`config.mk`:
```
export PLATFORM = sky130hd
export DESIGN_NAME = pa_sysio_mtime_cnt
export DESIGN_NICKNAME = d
export VERILOG_FILES = /design/src/rtl/pa_sysio_mtime_cnt.sv
export SDC_FILE = /design/constraint.sdc
export NUM_CORES = 1
export LEC_CHECK = 0
export ABC_CLOCK_PERIOD_IN_PS = 2500
export CAP_MARGIN = 20
export CORE_MARGIN = 1
export CORE_UTILIZATION = 51
export DETAILED_ROUTE_END_ITERATION = 16
export GPL_ROUTABILITY_DRIVEN = 0
export GPL_TIMING_DRIVEN = 0
export PLACE_DENSITY_LB_ADDON = 0.12
export SLEW_MARGIN = 20
export SYNTH_ARGS = -nofsm -noshare
export SYNTH_HDL_FRONTEND = slang
export SYNTH_SLANG_ARGS = --single-unit
```
`constraint.sdc`:
```
create_clock -name forever_cpuclk -period 2.5 [get_ports forever_cpuclk]
set_input_delay 0.5 -clock forever_cpuclk [delete_from_list [all_inputs] [get_ports forever_cpuclk]]
set_output_delay 0.5 -clock forever_cpuclk [all_outputs]
set_load 0.1 [all_outputs]
```
`src/rtl/pa_sysio_mtime_cnt.sv`:
```
// pa_sysio_mtime_cnt: 64-bit machine timer (mtime) counter.
// - Advances by one on each rising edge of the slow, asynchronous pad
//   timebase; that edge is first synchronised into forever_cpuclk.
// - Software can load either 32-bit half.
// - A debug halt discards increment requests.
// - When a write and an increment fall in the same cycle, the write wins.
//   The increment is kept in a one-deep pending flag and applied on the
//   next free cycle.
module pa_sysio_mtime_cnt (
  input  logic        forever_cpuclk,
  input  logic        cpurst_b,
  input  logic        pad_sysio_tick,
  input  logic        sysio_mtime_halt,
  input  logic        sysio_mtime_wr_lo,
  input  logic        sysio_mtime_wr_hi,
  input  logic [31:0] sysio_mtime_wdata,
  output logic [63:0] sysio_clint_mtime,
  output logic        sysio_mtime_tick_vld,
  output logic        sysio_mtime_ovf
);

  logic        r_sync1;
  logic        r_sync2;
  logic        r_sync3;
  logic        r_pending;
  logic [63:0] r_mtime;
  logic        r_tick_vld;
  logic        r_ovf;

  logic        w_edge;
  logic        w_wr;
  logic        w_inc;
  logic        w_pending_nxt;
  logic [63:0] w_mtime_nxt;

  // Two-flop synchroniser for the pad tick, plus a history flop for edge detection.
  // NOTE: sequential state uses non-blocking assignments so every flop samples pre-edge values.
  always_ff @(posedge forever_cpuclk or negedge cpurst_b) begin
    if (!cpurst_b) begin
      r_sync1 <= 1'b0;
      r_sync2 <= 1'b0;
      r_sync3 <= 1'b0;
    end else begin
      r_sync1 <= pad_sysio_tick;
      r_sync2 <= r_sync1;
      r_sync3 <= r_sync2;
    end
  end

  assign w_edge = r_sync2 & ~r_sync3;
  assign w_wr   = sysio_mtime_wr_lo | sysio_mtime_wr_hi;
  // A write blocks counting; otherwise count on an edge or on a held-over request.
  assign w_inc  = ~w_wr & ~sysio_mtime_halt & (w_edge | r_pending);

  // Next-state selection for the counter value and the pending increment flag.
  // NOTE: every signal gets a default first so no path leaves it unassigned (no latch).
  always_comb begin
    w_mtime_nxt   = r_mtime;
    w_pending_nxt = r_pending;
    if (w_wr) begin
      if (sysio_mtime_wr_lo) w_mtime_nxt[31:0]  = sysio_mtime_wdata;
      if (sysio_mtime_wr_hi) w_mtime_nxt[63:32] = sysio_mtime_wdata;
    end else if (w_inc) begin
      w_mtime_nxt = r_mtime + 64'd1;
    end

    if (sysio_mtime_halt) begin
      // Debug stop-count: requests are dropped, not deferred.
      w_pending_nxt = 1'b0;
    end else if (w_wr) begin
      // Defer a colliding edge; the flag saturates at one request.
      w_pending_nxt = r_pending | w_edge;
    end else begin
      // One increment per cycle: the pending request is consumed, while a
      // coincident edge keeps the flag set for the following cycle.
      w_pending_nxt = r_pending & w_edge;
    end
  end

  // Counter, pending flag and the registered status pulses.
  always_ff @(posedge forever_cpuclk or negedge cpurst_b) begin
    if (!cpurst_b) begin
      r_mtime    <= 64'd0;
      r_pending  <= 1'b0;
      r_tick_vld <= 1'b0;
      r_ovf      <= 1'b0;
    end else begin
      r_mtime    <= w_mtime_nxt;
      r_pending  <= w_pending_nxt;
      r_tick_vld <= w_inc;
      r_ovf      <= w_inc & (&r_mtime);
    end
  end

  assign sysio_clint_mtime    = r_mtime;
  assign sysio_mtime_tick_vld = r_tick_vld;
  assign sysio_mtime_ovf      = r_ovf;

endmodule

```
==> reports/qor.txt <==
Status -> finished, violations left
Failing checks -> setup timing
Cts hold-fix bufs -> 0
Largest net degree at the start of global routing -> 49
# setup viols final -> 1
Detail Route Antenna Nets -> 0
P per Cell Area -> 668.8 nW/um^2
Min-delay worst type -> in2async
CTS Buf Count -> 9
Vias -> 5778
Sequential fraction of the synthesis area -> 37.74%
Total negative slack -> -0.007160 ns
Multi-input logic area -> 2778 um^2
Part of the cycle the worst path needs -> 100.3%
Synthesis warning total -> 0
Clock Skew -> 0.009836 ns
GRT Residual Overflow -> 0
Number of synthesized flops with an enable pin -> 0
DP Area -> 5881 um^2
NetSw -> 1.999 mW
Asr flop ratio synth -> 100.0%
Slew HR -> 34.15%
Synth Flop Type -> dfrtp_1
Syn Area/Cell -> 8.455 um^2
Routed len/inst -> 24.12 um
Area occupied by registers -> 1809 um^2
Drt total wl -> 18980 um
Placed Cells incl. Taps -> 760
CP Cell Sequence -> clkdlybuf4s50_1, nor2_2, o211ai_2, clkinv_2, nor2_4, clkbuf_2, a21oi_1, a2bb2oi_1
Worst r2r src -> r_sync2
CP Launch Type -> input port
Synth top area cells -> dfrtp_1, nor2_1, a21oi_1
Worst path slowest cell -> clkdlybuf4s50_1
Detailed Place HPWL -> 13420 um
# diodes -> 0
WS Path Type -> in2reg
Peak supply drop -> 467.4 uV
Sink Count -> 70
Power Total -> 4.164 mW
Worst r2r path cells -> 7
LEAKAGE -> 2.292 nW
Finished Cell Area -> 6226 um^2
CP peak stage delay -> 0.57 ns
GRT Resource Usage Total -> 39.44%
Die X-Extent -> 97.41 um
Mapped Cells -> 549
Final std cells w/o fill -> 787
Worst-path clk slew -> 0.09 ns
Initial Utilization -> 52.97%
# H-tree levels -> 3
Layout area overhead -> 34.12%
DRC Markers -> 0
# nets final -> 713
Sw Ratio -> 48.01%
First-pass GRT wire length -> 28900 um
Worst slew pin tran -> 0.9846 ns
Final Max Tran Viols -> 0
# IOs -> 104
Max Cap Viol -> 0
DRT iter0 DRCs -> 880
Die Height -> 97.41 um
Net Count, Synth -> 588
Arrival @ worst endpoint -> 2.75 ns
Share of layout cells above drive strength 1 -> 16.49%
Clock power frac -> 22.8%
Synth area leader -> dfrtp_1
Share of the synthesized area in the top cell type -> 37.74%
Worst reg2reg setup slack -> 0 ns
CTS tree -> built
Final Hold Viols -> 0
Worst setup startpoint -> sysio_mtime_wr_hi
Req. time, crit path -> 2.74 ns
Yosys reg bits -> 70
Final worst slack -> -0.007160 ns
Yosys cell types -> 62
DIE AREA -> 9488 um^2
Initial antenna violation count -> 1
Vias in the first global route -> 5289
Later-pin clock latency in the skew report -> 0.36 ns
Longest Clk Path Bufs -> 2
Hold WS -> 0.02867 ns
Root Driver -> clkbuf_8
Gate power share -> 42.1%
Core area -> 8763 um^2
Drt first pass iters -> 8
Sequential share of power -> 35.1%
Mapped Area -> 4642 um^2
Fillers -> 697
Worst setup EP type -> flop
IO buf count -> 102
Worst-path maximum fanout -> 10
Row Count -> 34
Tmin final -> 2.507 ns
Max Clk Rate -> 398.9 MHz
Vias per Instance -> 7.342
Most frequent cells after synthesis -> dfrtp_1, nor2_1, nand2_1, a21oi_1, nand3_1
Int Pwr -> 2.165 mW
Most common cell in the synthesized netlist -> dfrtp_1
## power by group through the flow
stage                     Sequential (mW)  Clock [mW]  Combinational [mW]
after floorplan                      2.28           0               0.389
after global placement               1.46           0                1.70
after detailed placement             1.47           0                1.71
after CTS                            1.45       0.927                1.72
after global routing                 1.48       0.977                1.81
final                                1.46       0.951                1.75
## kinds of logic after synthesis
logic type	share of synthesized area [%]
simple gates	32.18
mux	1.348
fa+ha+maj	0.2695
flops	37.74
xor+xnor	0.1887
compound gates	24.74
buf+inv	3.531
## cell usage in the layout (no fill, tap or decap), types with 9 or more instances in the layout
cell             synthesis  layout
clkdlybuf4s50_1          0      93
dfrtp_1                 70      24
o22ai_1                 19      19
nand4_1                 26      26
and2_1                   9       9
a21oi_1                 41      41
nand3_1                 38      38
a311oi_1                11      11
clkbuf_8                 0       9
and4_1                   9       9
dfrtp_2                  0      46
o21ai_0                 21      21
nor2_1                  56      54
buf_4                    1      13
nor3_1                  16      15
clkbuf_1                26      24
nor4_1                  17      15
a31oi_1                 10      10
and3_1                  14      14
nand2_1                 44      44
## final cells by class
cell class                 count  area share (%)
sequential                    70           29.06
clock buffer                  11           2.110
timing repair buffer         114           18.33
tap                          108           2.170
multi-input combinational    438           44.61
inverter                       9          0.5627
buffer                        32           2.191
clock inverter                 5          0.9646
## worst max-delay path: cells and delay by family
kind / cells / cell delay, ns
buffers and inverters: 3 / 1.26
and+or+nand+nor: 2 / 0.49
AOI/OAI and AO/OA: 3 / 0.47
## flip-flops by register name (all words and copies together), names as in the netlist
register              flops
r_pending                 1
r_sync1                   1
r_sync2                   1
r_sync3                   1
sysio_clint_mtime        64
sysio_mtime_ovf           1
sysio_mtime_tick_vld      1
## metal layers
metal	vias up	GRT usage (%)	share of wire, %
met1	2657	52.98	36
met4	0	27.38	6.7
met2	582	55.84	42
met5	-	0	0
met3	132	9.424	15
li1	2407	-	-
## timing repair
action	CTS	global route
gates resized for setup	10	16
pin swaps	1	1
endpoints found under the setup margin	33	36
buffers inserted	0	11
## final timing paths
check,endpoint
min in group forever_cpuclk,r_sync2
worst max-delay path,sysio_clint_mtime[28]
worst min register to register,r_sync2
worst min-delay path,sysio_clint_mtime[62]
max in group asynchronous,sysio_clint_mtime[13]
worst max register to register,sysio_clint_mtime[28]
## through the flow
step	setup slack, ns	util [%]
finish	-0.007160	71.05
global route	-0.02478	71.05
CTS	-0.05663	69.60
detailed placement	-0.9607	67.10
global placement	-1.789	66.82
floorplan	-0.00003464	-
No activity file was read; power rests on OpenSTA's default activity.
